<file path="src/rtl/chunked_add_sub_sequencer.sv">
// Wide add/subtract performed one CHUNK-bit slice per cycle through a
// ripple-carry adder, with registered carry, overflow and zero flags.

module full_adder (
  input  logic a,
  input  logic b,
  input  logic carry_in,
  output logic sum,
  output logic carry_out
);
  logic p;
  logic g;
  logic t;
  xor u_x0 (p, a, b);
  xor u_x1 (sum, p, carry_in);
  and u_a0 (g, a, b);
  and u_a1 (t, p, carry_in);
  or  u_o0 (carry_out, g, t);
endmodule

module ripple_carry_adder #(
  parameter int    N     = 16,
  parameter string MODEL = "Structural"
) (
  input  logic [N-1:0] a,
  input  logic [N-1:0] b,
  input  logic         carry_in,
  output logic [N-1:0] sum,
  output logic         carry_out
);
  if (MODEL == "Behavioral") begin : g_beh
    assign {carry_out, sum} = {1'b0, a} + {1'b0, b}
                            + {{N{1'b0}}, carry_in};
  end else if (MODEL == "DataFlow" || MODEL == "Structural") begin : g_chain
    logic [N:0] c;
    assign c[0]      = carry_in;
    assign carry_out = c[N];
    for (genvar i = 0; i < N; i++) begin : g_bit
      if (MODEL == "DataFlow") begin : g_df
        assign sum[i]   = a[i] ^ b[i] ^ c[i];
        assign c[i+1]   = (a[i] & b[i]) | (c[i] & (a[i] ^ b[i]));
      end else begin : g_st
        full_adder u_fa (
          .a         (a[i]),
          .b         (b[i]),
          .carry_in  (c[i]),
          .sum       (sum[i]),
          .carry_out (c[i+1])
        );
      end
    end
  end else begin : g_bad
    $error("ripple_carry_adder: unknown MODEL");
  end
endmodule

module chunked_add_sub_sequencer #(
  parameter int    W     = 64,
  parameter int    CHUNK = 16,
  parameter string MODEL = "Structural"
) (
  input  logic         clk,
  input  logic         rst_n,
  input  logic         in_valid,
  output logic         in_ready,
  input  logic [W-1:0] in_a,
  input  logic [W-1:0] in_b,
  input  logic         in_sub,
  input  logic         in_carry,
  output logic         out_valid,
  input  logic         out_ready,
  output logic [W-1:0] out_sum,
  output logic         out_carry,
  output logic         out_overflow,
  output logic         out_zero
);
  localparam int NUM_CHUNKS = W / CHUNK;
  localparam int IDX_W =
    (NUM_CHUNKS > 1) ? $clog2(NUM_CHUNKS) : 1;
  localparam logic [IDX_W-1:0] LAST_IDX =
    IDX_W'(NUM_CHUNKS - 1);

  if ((CHUNK < 2) || (W % CHUNK != 0)) begin : g_chk
    $error("W must be a multiple of CHUNK, CHUNK >= 2");
  end

  typedef enum logic [1:0] {IDLE, RUN, DONE} state_t;

  state_t           state;
  state_t           state_d;
  logic [IDX_W-1:0] idx;
  logic             carry_q;
  logic [W-1:0]     a_q;
  logic [W-1:0]     b_q;
  logic [W-1:0]     sum_q;
  logic [W-1:0]     sum_d;
  logic [CHUNK-1:0] a_sl;
  logic [CHUNK-1:0] b_sl;
  logic [CHUNK-1:0] add_sum;
  logic             add_co;
  logic             accept;
  logic             last;

  assign a_sl = a_q[int'(idx)*CHUNK +: CHUNK];
  assign b_sl = b_q[int'(idx)*CHUNK +: CHUNK];

  ripple_carry_adder #(
    .N     (CHUNK),
    .MODEL (MODEL)
  ) u_rca (
    .a         (a_sl),
    .b         (b_sl),
    .carry_in  (carry_q),
    .sum       (add_sum),
    .carry_out (add_co)
  );

  always_comb begin
    sum_d = sum_q;
    sum_d[int'(idx)*CHUNK +: CHUNK] = add_sum;
  end

  always_ff @(posedge clk or negedge rst_n) begin
    if (!rst_n) state <= IDLE;
    else        state <= state_d;
  end

  always_comb begin
    state_d   = state;
    in_ready  = 1'b0;
    out_valid = 1'b0;
    accept    = 1'b0;
    last      = 1'b0;
    unique case (state)
      IDLE: begin
        in_ready = 1'b1;
        accept   = in_valid;
        if (in_valid) state_d = RUN;
      end
      RUN: begin
        last = (idx == LAST_IDX);
        if (last) state_d = DONE;
      end
      DONE: begin
        out_valid = 1'b1;
        if (out_ready) state_d = IDLE;
      end
      default: state_d = IDLE;
    endcase
  end

  // Flags are judged on the full word once the top slice lands.
  always_ff @(posedge clk or negedge rst_n) begin
    if (!rst_n) begin
      idx          <= '0;
      carry_q      <= 1'b0;
      a_q          <= '0;
      b_q          <= '0;
      sum_q        <= '0;
      out_carry    <= 1'b0;
      out_overflow <= 1'b0;
      out_zero     <= 1'b0;
    end else if (accept) begin
      a_q     <= in_a;
      b_q     <= in_sub ? ~in_b : in_b;
      carry_q <= in_sub ? 1'b1 : in_carry;
      idx     <= '0;
    end else if (state == RUN) begin
      sum_q   <= sum_d;
      carry_q <= add_co;
      idx     <= idx + 1'b1;
      if (last) begin
        out_carry    <= add_co;
        out_overflow <= (a_q[W-1] == b_q[W-1])
                      & (sum_d[W-1] != a_q[W-1]);
        out_zero     <= (sum_d == '0);
      end
    end
  end

  assign out_sum = sum_q;

endmodule

</file>
<file path="config.mk">
export PLATFORM = sky130hd
export DESIGN_NAME = chunked_add_sub_sequencer
export DESIGN_NICKNAME = d
export VERILOG_FILES = /design/src/rtl/chunked_add_sub_sequencer.sv
export SDC_FILE = /design/constraint.sdc
export NUM_CORES = 1
export LEC_CHECK = 0
export BUFFER_PORTS_ARGS = -buffer_cell sky130_fd_sc_hd__buf_2
export CAP_MARGIN = 30
export CORE_MARGIN = 2
export CORE_UTILIZATION = 25
export DETAILED_ROUTE_END_ITERATION = 12
export MAX_ROUTING_LAYER = met4
export PLACE_DENSITY = 0.43
export SLEW_MARGIN = 20
export SYNTH_ARGS = -nofsm -noshare
export SYNTH_HDL_FRONTEND = slang
export SYNTH_SLANG_ARGS = --single-unit
</file>
<file path="constraint.sdc">
create_clock -name clk -period 11.8 [get_ports clk]
set_input_delay 2.36 -clock clk [delete_from_list [all_inputs] [get_ports clk]]
set_output_delay 2.36 -clock clk [all_outputs]
set_load 0.03 [all_outputs]
</file>
==> results of run 1 <==
## layer usage
layer  up-vias  GRT usage  wire length, um
li1       3648          -                -
met1      3737     0.2184            14810
met2       220     0.2616            15570
met3        23    0.02183             1291
met4         0    0.04197              413
met5         -          -                0
## per-stage QoR
stage / cell area, um^2 / util / setup slack, ns
floorplan: 9876 / - / 3.466
global placement: 11270 / 0.2902 / 2.764
detailed placement: 11270 / 0.2902 / 2.658
CTS: 11870 / 0.3056 / 2.630
global route: 11960 / 0.3079 / 2.333
finish: 11960 / 0.3080 / 2.648
## cell families (layout without fill, tap and decap cells)
kind of cell               Yosys count  count (layout)  share of synthesized area
xor gates and xnor gates            64              64                    0.05676
other                                0               1                          0
buffers and inverters              106             280                    0.04802
AOI/OAI and AO/OA                  156             156                     0.1045
and+or+nand+nor                    397             397                     0.1698
muxes                               33              33                    0.07412
DFF                                200             200                     0.5068
adders and majority gates           22              22                    0.04004
## flip-flops by register name, indices dropped and copies added, names as in the netlist
signal / cells
state: 2
b_q: 64
out_carry: 1
out_sum: 64
carry_q: 1
out_zero: 1
idx: 2
out_overflow: 1
a_q: 64
## area by class of cell
cell class,count,share of cell area
diodes,1,0.0002092
clock buffers,18,0.03672
clock inverters,14,0.01318
inverters,35,0.01099
multi-input cells,672,0.3684
flip-flops and latches,200,0.4189
well taps,518,0.05420
repair buffers,213,0.09741
## cell usage in the layout (no fill, tap or decap), types with 2 or more instances in the layout
cell type,instances
sky130_fd_sc_hd__nand4bb_1,2
sky130_fd_sc_hd__buf_2,200
sky130_fd_sc_hd__nor2b_1,6
sky130_fd_sc_hd__nand3_1,5
sky130_fd_sc_hd__clkinvlp_4,2
sky130_fd_sc_hd__mux4_2,32
sky130_fd_sc_hd__clkbuf_8,2
sky130_fd_sc_hd__clkbuf_16,17
sky130_fd_sc_hd__inv_1,34
sky130_fd_sc_hd__o31ai_1,3
sky130_fd_sc_hd__a31oi_1,2
sky130_fd_sc_hd__nor3_1,3
sky130_fd_sc_hd__xnor2_1,64
sky130_fd_sc_hd__nand4_1,6
sky130_fd_sc_hd__ha_1,6
sky130_fd_sc_hd__nor2_1,7
sky130_fd_sc_hd__nor4_1,12
sky130_fd_sc_hd__and3_1,2
sky130_fd_sc_hd__o22ai_1,2
sky130_fd_sc_hd__o21ai_0,72
sky130_fd_sc_hd__and2b_2,2
sky130_fd_sc_hd__o21ai_1,19
sky130_fd_sc_hd__buf_16,2
sky130_fd_sc_hd__buf_4,8
sky130_fd_sc_hd__a41oi_1,2
sky130_fd_sc_hd__dfrtp_1,198
sky130_fd_sc_hd__o41ai_1,40
sky130_fd_sc_hd__a21oi_1,2
sky130_fd_sc_hd__nand2b_1,5
sky130_fd_sc_hd__inv_8,5
sky130_fd_sc_hd__inv_6,2
sky130_fd_sc_hd__nand2_4,2
sky130_fd_sc_hd__fa_1,16
sky130_fd_sc_hd__nand2_1,330
sky130_fd_sc_hd__clkinv_4,2
sky130_fd_sc_hd__or3_1,2
## worst max path at each step
stage                             startpoint                    to  cells past startpoint
after detailed placement  idx[0]$_DFFE_PN0P_  out_zero$_DFFE_PN0P_                     25
after global placement    idx[0]$_DFFE_PN0P_  out_zero$_DFFE_PN0P_                     25
after CTS                 idx[0]$_DFFE_PN0P_  out_zero$_DFFE_PN0P_                     25
final                     idx[0]$_DFFE_PN0P_  out_zero$_DFFE_PN0P_                     25
after global routing      idx[0]$_DFFE_PN0P_  out_zero$_DFFE_PN0P_                     25
after floorplan           idx[0]$_DFFE_PN0P_  out_zero$_DFFE_PN0P_                     27
## tightest hold or removal path, stage by stage, from the launching register on
cell and delay [ns]:
sky130_fd_sc_hd__dfrtp_1 0.34, sky130_fd_sc_hd__nand2_1 0.05, sky130_fd_sc_hd__nand2_1 0.05
==> Flow_metrics.wiki, run 1 <==
{| class="wikitable"
! Metric !! Value
|-
| Net total in the final layout || 1295
|-
| Detailed Place HPWL || 22980 um
|-
| Setup_tns || 0 ns
|-
| Average wire per standard cell || 19.21 um
|-
| CTS clk-pin slew, worst paths || 0.08 ns
|-
| Most common flop cell mapped by yosys || sky130_fd_sc_hd__dfrtp_1
|-
| Post-layout min period || 9.152 ns
|-
| Number of rows created at floorplan || 72
|-
| Most frequent cell after synthesis || sky130_fd_sc_hd__nand2_1
|-
| Crit path required time || 12.14 ns
|-
| Number of placed instances, taps included || 1634
|-
| GRT Resource Usage Total || 0.1631
|-
| Layout Area Growth over Synthesis || 21.09%
|-
| Root Buffer || sky130_fd_sc_hd__clkbuf_16
|-
| Count of port buffers added during placement || 202
|-
| Fin crit share || 0.7756
|-
| Routed Wire Length || 32090 um
|-
| Kind of critical path || flop to flop
|-
| Final worst clock skew || 0.01417 ns
|-
| Peak clock frequency supported by timing || 109.3 MHz
|-
| Number of register bits inferred by synthesis || 200
|-
| Critical register-to-register path startpoint || idx[0]$_DFFE_PN0P_
|-
| Buffer and inverter count on the worst path || 3
|-
| Clock tree from TritonCTS || done
|-
| RSZ-0062 raised after global routing || no
|-
| Post-route ant nets || 0
|-
| Netlist cell types || 62
|-
| Hold bufs inserted after CTS || 0
|-
| Count of TritonRoute iterations in the first routing pass || 5
|-
| Syn Nets || 1134
|-
| Transition at the pin with the smallest max-transition slack || 0.8898 ns
|-
| Count of clock tree sinks || 200
|-
| Largest area contributor in the netlist || sky130_fd_sc_hd__dfrtp_1
|-
| Synth top area share || 0.5068
|-
| Pin count of the biggest net entering global routing || 104
|-
| Global-route congestion overflow total || 0
|-
| Final Wtd Congestion || 0.7876
|-
| Data arrival time at the worst-slack endpoint || 9.49 ns
|-
| Reg-to-reg slack, setup || 2.65 ns
|-
| Total of fill cells in the finished design || 4145
|-
| Maximum capacitance violations || 0
|-
| Top cell family by delay on the critical path || adder cells
|-
| Cells taking the most area after synthesis || sky130_fd_sc_hd__dfrtp_1, sky130_fd_sc_hd__nand2_1, sky130_fd_sc_hd__mux4_2
|-
| Post-synthesis instance total || 978
|-
| Number of vias in the routed layout || 7628
|-
| Post-DR vias/cell || 4.565
|-
| Total of warnings raised by yosys || 0
|-
| Floorplan Core Area || 38830 um^2
|-
| Reg area || 5010 um^2
|-
| Synth top cells by count || sky130_fd_sc_hd__nand2_1, sky130_fd_sc_hd__dfrtp_1, sky130_fd_sc_hd__o21ai_0
|-
| Final Max Slew Viols || 0
|-
| Hold slack final || 0.4754 ns
|-
| Number of cells traversed by the worst hold path || 2
|-
| Worst-path maximum fanout || 26
|-
| Most used cell, CP || sky130_fd_sc_hd__fa_1
|-
| Worst hold path endpoint || a_q[39]$_DFFE_PN0P_
|-
| Final setup violating endpoints || 0
|-
| Endpoint type of the worst setup path || flop
|-
| Starting Density || 0.2544
|-
| Ys async rst share || 1.000
|-
| Worst hold path class || flop to flop
|-
| Final cell count without fillers || 1671
|-
| Vias in the first global route || 7931
|-
| Number of antenna violations at the first check in global routing || 2
|-
| Number of I/O pins || 203
|-
| Number of violations reported at the end of detailed-routing iteration 0 || 457
|-
| Endpoint of the worst-slack reg-to-reg timing path || out_zero$_DFFE_PN0P_
|-
| Count of buffers added by post-CTS timing repair for setup || 0
|-
| Hold_sp || a_q[39]$_DFFE_PN0P_
|-
| Final Hold Fails || 0
|-
| CTS Buffer Depth || 2
|-
| Total standard cell area after synthesis || 9876 um^2
|-
| Multi-input gate area || 4405 um^2
|-
| DIE WIDTH || 202.8 um
|-
| Kind of launch point of the worst setup path || flop
|-
| Die height || 202.8 um
|-
| Resized Gates After CTS || 0
|-
| Drt drc || 0
|-
| Clock H-tree levels || 4
|-
| Share of the yosys chip area belonging to registers || 0.5068
|-
| Global-route wire length before repair || 48750 um
|-
| Mean area per synthesized cell || 10.10 um^2
|-
| Peak per-stage delay on the critical path || 0.69 ns
|-
| Layout cell share with drive strength beyond 1 || 0.2552
|-
| Status || finished clean
|-
| Clk_lat worst skew || 0.45 ns
|-
| Clock buffers created by TritonCTS || 17
|-
| Worst slew slack as a fraction of its limit || 0.4054
|-
| Depth of the worst register-to-register path || 25
|-
| Number of synthesized flops with an enable pin || 0
|-
| Worst path slowest cell || sky130_fd_sc_hd__dfrtp_4
|-
| Area enclosed by the die boundary || 41110 um^2
|}
Power of run 1 is left out: the tool's default activity adds up to more than one toggle a clock period on the data nets, which glitch-free logic cannot reach.
==> inputs of run 2 (changes only) <==
==> constraint.sdc (replaced) <==
create_clock -name clk -period 8.6 [get_ports clk]
set_input_delay 1.72 -clock clk [delete_from_list [all_inputs] [get_ports clk]]
set_output_delay 1.72 -clock clk [all_outputs]
set_load 0.03 [all_outputs]
==> Flow_metrics.wiki, run 2 (synthesized netlist as in run 1, its figures left out) <==
{| class="wikitable"
! Metric !! Value
|-
| Final worst clock skew || 0.01489 ns
|-
| Worst path slowest cell || sky130_fd_sc_hd__dfrtp_4
|-
| Clk_lat worst skew || 0.45 ns
|-
| Detailed Place HPWL || 22920 um
|-
| Number of I/O pins || 203
|-
| Area enclosed by the die boundary || 41110 um^2
|-
| Layout cell share with drive strength beyond 1 || 0.2614
|-
| Routed Wire Length || 31810 um
|-
| Hold_sp || a_q[25]$_DFFE_PN0P_
|-
| Number of vias in the routed layout || 7689
|-
| Final Wtd Congestion || 0.7865
|-
| Global-route congestion overflow total || 0
|-
| Count of TritonRoute iterations in the first routing pass || 4
|-
| Fin crit share || 0.9656
|-
| GRT Resource Usage Total || 0.1605
|-
| Status || finished clean
|-
| Worst slew slack as a fraction of its limit || 0.3977
|-
| Peak per-stage delay on the critical path || 0.53 ns
|-
| Most used cell, CP || sky130_fd_sc_hd__fa_1
|-
| Final Max Slew Viols || 0
|-
| Final design instance area without fill || 12030 um^2
|-
| Reg-to-reg slack, setup || 0.30 ns
|-
| Maximum capacitance violations || 0
|-
| Global-route wire length before repair || 47950 um
|-
| Layout Area Growth over Synthesis || 21.82%
|-
| Clock tree from TritonCTS || done
|-
| Average wire per standard cell || 18.96 um
|-
| Count of port buffers added during placement || 202
|-
| Worst-path maximum fanout || 6
|-
| Share of the core filled with cells in the final layout || 0.3098
|-
| Number of cells traversed by the worst hold path || 2
|-
| Vias in the first global route || 7765
|-
| Number of violations reported at the end of detailed-routing iteration 0 || 447
|-
| Reg area || 5010 um^2
|-
| Number of antenna violations at the first check in global routing || 1
|-
| Depth of the worst register-to-register path || 24
|-
| DIE WIDTH || 202.8 um
|-
| Die height || 202.8 um
|-
| Clock buffers created by TritonCTS || 17
|-
| Crit path required time || 8.94 ns
|-
| Top cell family by delay on the critical path || adder cells
|-
| Endpoint type of the worst setup path || flop
|-
| Count of clock tree sinks || 200
|-
| Root Buffer || sky130_fd_sc_hd__clkbuf_16
|-
| Total of fill cells in the finished design || 4082
|-
| Drt drc || 0
|-
| Worst hold path class || flop to flop
|-
| Post-route ant nets || 0
|-
| Ordered cell list for the critical path || mux4_2 -> fa_1 -> inv_1 -> fa_1 -> fa_1 -> fa_1 -> fa_1 -> fa_1 -> fa_1 -> fa_1 -> fa_1 -> fa_1 -> fa_2 -> fa_2 -> fa_1 -> fa_1 -> fa_1 -> inv_1 -> fa_1 -> nor2b_2 -> a41oi_4 -> o2111a_1 -> o2111ai_2 -> o41ai_2
|-
| Floorplan Core Area || 38830 um^2
|-
| Final setup violating endpoints || 0
|-
| Worst hold path endpoint || a_q[25]$_DFFE_PN0P_
|-
| Kind of launch point of the worst setup path || flop
|-
| Final Hold Fails || 0
|-
| Data arrival time at the worst-slack endpoint || 8.65 ns
|-
| CTS clk-pin slew, worst paths || 0.09 ns
|-
| Net total in the final layout || 1302
|-
| RSZ-0062 raised after global routing || no
|-
| Setup_tns || 0 ns
|-
| Kind of critical path || flop to flop
|-
| Endpoint of the worst-slack reg-to-reg timing path || out_zero$_DFFE_PN0P_
|-
| Clock H-tree levels || 4
|-
| Placed instance area || 11290 um^2
|-
| Number of rows created at floorplan || 72
|-
| Peak clock frequency supported by timing || 120.4 MHz
|-
| Transition at the pin with the smallest max-transition slack || 0.9035 ns
|-
| Post-DR vias/cell || 4.582
|-
| Starting Density || 0.2544
|-
| Commonest non-fill, non-tap cell in the layout || sky130_fd_sc_hd__nand2_1
|-
| Top library cells by usage in the layout, fill and taps aside || sky130_fd_sc_hd__nand2_1, sky130_fd_sc_hd__buf_2, sky130_fd_sc_hd__dfrtp_1
|-
| Post-layout min period || 8.304 ns
|-
| Critical register-to-register path startpoint || idx[0]$_DFFE_PN0P_
|-
| CTS Buffer Depth || 2
|-
| Pin count of the biggest net entering global routing || 102
|-
| Buffer and inverter count on the worst path || 2
|-
| Multi-input gate area || 4417 um^2
|}
## run 2: layout make-up
cell class	count	share of cell area
inverters	35	0.01092
diodes	1	0.0002080
flip-flops and latches	200	0.4164
well taps	518	0.05387
clock buffers	18	0.03567
repair buffers	220	0.1029
multi-input cells	672	0.3671
clock inverters	14	0.01290
## run 2: through the flow
stage	hold slack [ns]	worst slack, ns	cells
after floorplan	0.4403	0.2664	978
after global placement	0.4563	0.1877	1637
after CTS	0.4800	0.03160	1669
after global routing	0.4906	0.02586	1677
after detailed placement	0.4581	0.05868	1637
final	0.4724	0.2959	1678
## run 2: worst max-delay path by stage
| stage | from | endpoint | slack [ns] | depth (start not counted) |
|---|---|---|---|---|
| 4_1_cts | idx[0]$_DFFE_PN0P_ | out_zero$_DFFE_PN0P_ | 0.03 | 24 |
| 2_1_floorplan | idx[0]$_DFFE_PN0P_ | out_zero$_DFFE_PN0P_ | 0.27 | 27 |
| 5_1_grt | idx[0]$_DFFE_PN0P_ | out_zero$_DFFE_PN0P_ | 0.03 | 24 |
| 6_report | idx[0]$_DFFE_PN0P_ | out_zero$_DFFE_PN0P_ | 0.30 | 24 |
| 3_5_place_dp | idx[0]$_DFFE_PN0P_ | out_zero$_DFFE_PN0P_ | 0.06 | 24 |
| 3_3_place_gp | idx[0]$_DFFE_PN0P_ | out_zero$_DFFE_PN0P_ | 0.19 | 24 |
## run 2: per-layer routing
| layer | GRT usage | vias to the layer above | share of wire |
|---|---|---|---|
| met5 | - | - | 0 |
| met4 | 0.04249 | 0 | 0.018 |
| met3 | 0.02376 | 27 | 0.050 |
| met2 | 0.2535 | 249 | 0.47 |
| met1 | 0.2161 | 3761 | 0.46 |
| li1 | - | 3652 | - |
## run 2: what timing repair did
item                                    CTS  global route
gates resized for setup                   0             3
hold buffers                              0             0
endpoints found under the setup margin    0             1
buffers inserted                          0             3
## run 2: worst min-delay path, stage by stage, from the launching register on
cell and delay, ns:
sky130_fd_sc_hd__dfrtp_1 0.35, sky130_fd_sc_hd__nand2_1 0.05, sky130_fd_sc_hd__nand2_1 0.05
Power of run 2 is left out for the same reason.
==> inputs of run 3 (changes only) <==
--- a/config.mk
+++ b/config.mk
@@ -7,11 +7,13 @@
 export LEC_CHECK = 0
 export BUFFER_PORTS_ARGS = -buffer_cell sky130_fd_sc_hd__buf_2
 export CAP_MARGIN = 30
+export CELL_PAD_IN_SITES_DETAIL_PLACEMENT = 0
+export CELL_PAD_IN_SITES_GLOBAL_PLACEMENT = 1
 export CORE_MARGIN = 2
 export CORE_UTILIZATION = 25
 export DETAILED_ROUTE_END_ITERATION = 12
 export MAX_ROUTING_LAYER = met4
-export PLACE_DENSITY = 0.43
+export PLACE_DENSITY = 0.52
 export SLEW_MARGIN = 20
 export SYNTH_ARGS = -nofsm -noshare
 export SYNTH_HDL_FRONTEND = slang
==> Flow_metrics.wiki, run 3 (synthesized netlist as in run 1, its figures left out) <==
{| class="wikitable"
! Metric !! Value
|-
| Clock H-tree levels || 4
|-
| Global-route wire length before repair || 49650 um
|-
| Final setup violating endpoints || 0
|-
| Starting Density || 0.2544
|-
| Clock tree from TritonCTS || done
|-
| Buffer and inverter count on the worst path || 2
|-
| Number of violations reported at the end of detailed-routing iteration 0 || 469
|-
| Hold_sp || a_q[36]$_DFFE_PN0P_
|-
| Post-layout min period || 8.318 ns
|-
| Floorplan Core Area || 38830 um^2
|-
| Worst-path maximum fanout || 8
|-
| Layout Area Growth over Synthesis || 21.33%
|-
| Fin crit share || 0.9672
|-
| Worst hold path class || flop to flop
|-
| Transition at the pin with the smallest max-transition slack || 0.8930 ns
|-
| Number of I/O pins || 203
|-
| Critical register-to-register path startpoint || idx[0]$_DFFE_PN0P_
|-
| Detailed Place HPWL || 23480 um
|-
| Hold bufs inserted after CTS || 0
|-
| Root Buffer || sky130_fd_sc_hd__clkbuf_16
|-
| Depth of the worst register-to-register path || 24
|-
| Maximum capacitance violations || 0
|-
| Worst hold path endpoint || a_q[36]$_DFFE_PN0P_
|-
| Worst slew slack as a fraction of its limit || 0.4032
|-
| Clk_lat worst skew || 0.45 ns
|-
| Number of vias in the routed layout || 7667
|-
| Endpoint type of the worst setup path || flop
|-
| Count of TritonRoute iterations in the first routing pass || 6
|-
| Number of antenna violations at the first check in global routing || 0
|-
| Most used cell, CP || sky130_fd_sc_hd__fa_1
|-
| Vias in the first global route || 7982
|-
| Final worst clock skew || 0.02078 ns
|-
| Drt drc || 0
|-
| Net total in the final layout || 1305
|-
| Kind of launch point of the worst setup path || flop
|-
| Commonest non-fill, non-tap cell in the layout || sky130_fd_sc_hd__nand2_1
|-
| Global-route congestion overflow total || 0
|-
| Clock buffers created by TritonCTS || 17
|-
| Antenna cells || 0
|-
| Top library cells by usage in the layout, fill and taps aside || sky130_fd_sc_hd__nand2_1, sky130_fd_sc_hd__buf_2, sky130_fd_sc_hd__dfrtp_1
|-
| Final Max Slew Viols || 0
|-
| Number of cells traversed by the worst hold path || 2
|-
| Count of clock tree sinks || 200
|-
| Final Wtd Congestion || 0.8076
|-
| CTS clk-pin slew, worst paths || 0.07 ns
|-
| Total of fill cells in the finished design || 4130
|-
| Endpoint of the worst-slack reg-to-reg timing path || out_zero$_DFFE_PN0P_
|-
| Kind of critical path || flop to flop
|-
| Die height || 202.8 um
|-
| Count of port buffers added during placement || 202
|-
| Pin count of the biggest net entering global routing || 82
|-
| GRT Resource Usage Total || 0.1653
|-
| Ordered cell list for the critical path || mux4_2 -> fa_1 -> inv_1 -> fa_1 -> fa_1 -> fa_1 -> fa_1 -> fa_1 -> fa_1 -> fa_1 -> fa_1 -> fa_1 -> fa_1 -> fa_2 -> fa_1 -> fa_1 -> fa_1 -> inv_1 -> fa_1 -> nor2b_2 -> a41oi_4 -> o2111a_1 -> o2111ai_1 -> o41ai_2
|-
| Number of rows created at floorplan || 72
|-
| Top cell family by delay on the critical path || adder cells
|-
| Crit path required time || 8.94 ns
|-
| RSZ-0062 raised after global routing || no
|-
| CTS Buffer Depth || 2
|-
| Data arrival time at the worst-slack endpoint || 8.66 ns
|-
| Reg-to-reg slack, setup || 0.28 ns
|-
| Setup_tns || 0 ns
|-
| Post-route ant nets || 0
|-
| Status || finished clean
|-
| Average wire per standard cell || 19.15 um
|-
| Final Hold Fails || 0
|-
| Area enclosed by the die boundary || 41110 um^2
|-
| Post-DR vias/cell || 4.564
|-
| Peak per-stage delay on the critical path || 0.54 ns
|-
| Peak clock frequency supported by timing || 120.2 MHz
|-
| Worst path slowest cell || sky130_fd_sc_hd__dfrtp_4
|-
| Layout cell share with drive strength beyond 1 || 0.2608
|-
| Routed Wire Length || 32170 um
|-
| DIE WIDTH || 202.8 um
|}
## run 3: through the flow
stage	setup WS (ns)	cell area, um^2	hold WS (ns)	std cells	util
after global placement	0.2647	11310	0.4544	1639	0.2912
after global routing	0.01393	11980	0.4993	1680	0.3086
after detailed placement	0.1741	11310	0.4587	1639	0.2912
after CTS	0.1603	11870	0.4791	1671	0.3058
after floorplan	0.2664	9876	0.4403	978	-
final	0.2819	11980	0.4770	1680	0.3086
## run 3: worst register-to-register path: stages (launching register included)
cell and delay (ns):
sky130_fd_sc_hd__dfrtp_4 0.54, sky130_fd_sc_hd__mux4_2 0.38, sky130_fd_sc_hd__fa_1 0.16, sky130_fd_sc_hd__inv_1 0.05, sky130_fd_sc_hd__fa_1 0.37, sky130_fd_sc_hd__fa_1 0.39
sky130_fd_sc_hd__fa_1 0.38, sky130_fd_sc_hd__fa_1 0.39, sky130_fd_sc_hd__fa_1 0.39, sky130_fd_sc_hd__fa_1 0.39, sky130_fd_sc_hd__fa_1 0.39, sky130_fd_sc_hd__fa_1 0.39
sky130_fd_sc_hd__fa_1 0.39, sky130_fd_sc_hd__fa_1 0.42, sky130_fd_sc_hd__fa_2 0.38, sky130_fd_sc_hd__fa_1 0.41, sky130_fd_sc_hd__fa_1 0.40, sky130_fd_sc_hd__fa_1 0.37
sky130_fd_sc_hd__inv_1 0.08, sky130_fd_sc_hd__fa_1 0.46, sky130_fd_sc_hd__nor2b_2 0.20, sky130_fd_sc_hd__a41oi_4 0.22, sky130_fd_sc_hd__o2111a_1 0.21, sky130_fd_sc_hd__o2111ai_1 0.14
sky130_fd_sc_hd__o41ai_2 0.33
## run 3: worst max-delay path by stage
| stage | start | endpoint | slack, ns | cells after the start |
|---|---|---|---|---|
| final | idx[0]$_DFFE_PN0P_ | out_zero$_DFFE_PN0P_ | 0.28 | 24 |
| after global routing | idx[0]$_DFFE_PN0P_ | out_zero$_DFFE_PN0P_ | 0.01 | 24 |
| after CTS | idx[0]$_DFFE_PN0P_ | out_zero$_DFFE_PN0P_ | 0.16 | 24 |
| after detailed placement | idx[0]$_DFFE_PN0P_ | out_zero$_DFFE_PN0P_ | 0.17 | 24 |
| after global placement | idx[0]$_DFFE_PN0P_ | out_zero$_DFFE_PN0P_ | 0.26 | 24 |
| after floorplan | idx[0]$_DFFE_PN0P_ | out_zero$_DFFE_PN0P_ | 0.27 | 27 |
## run 3: routing by layer
metal | vias up | GRT usage | share of wire
li1 | 3670 | - | -
met1 | 3732 | 0.2196 | 0.46
met2 | 238 | 0.2593 | 0.48
met3 | 27 | 0.03419 | 0.053
met4 | 0 | 0.03962 | 0.013
met5 | - | - | 0
## run 3: repair_timing
item | 4_1_cts | 5_1_grt
setup buffers | 0 | 5
setup endpoints to repair | 0 | 1
resized for setup | 0 | 1
endpoints found under the hold margin | 0 | 0
## run 3: cell type report
cell class | instances | area (um^2) | share of cell area
Multi-Input combinational cell | 672 | 4408 | 0.3679
Clock buffer | 19 | 432.9 | 0.03613
Tap cell | 518 | 648.1 | 0.05409
Sequential cell | 200 | 5010 | 0.4181
Inverter | 35 | 131.4 | 0.01096
Timing Repair Buffer | 223 | 1220 | 0.1018
Clock inverter | 13 | 132.6 | 0.01107
Power of run 3 is left out for the same reason.
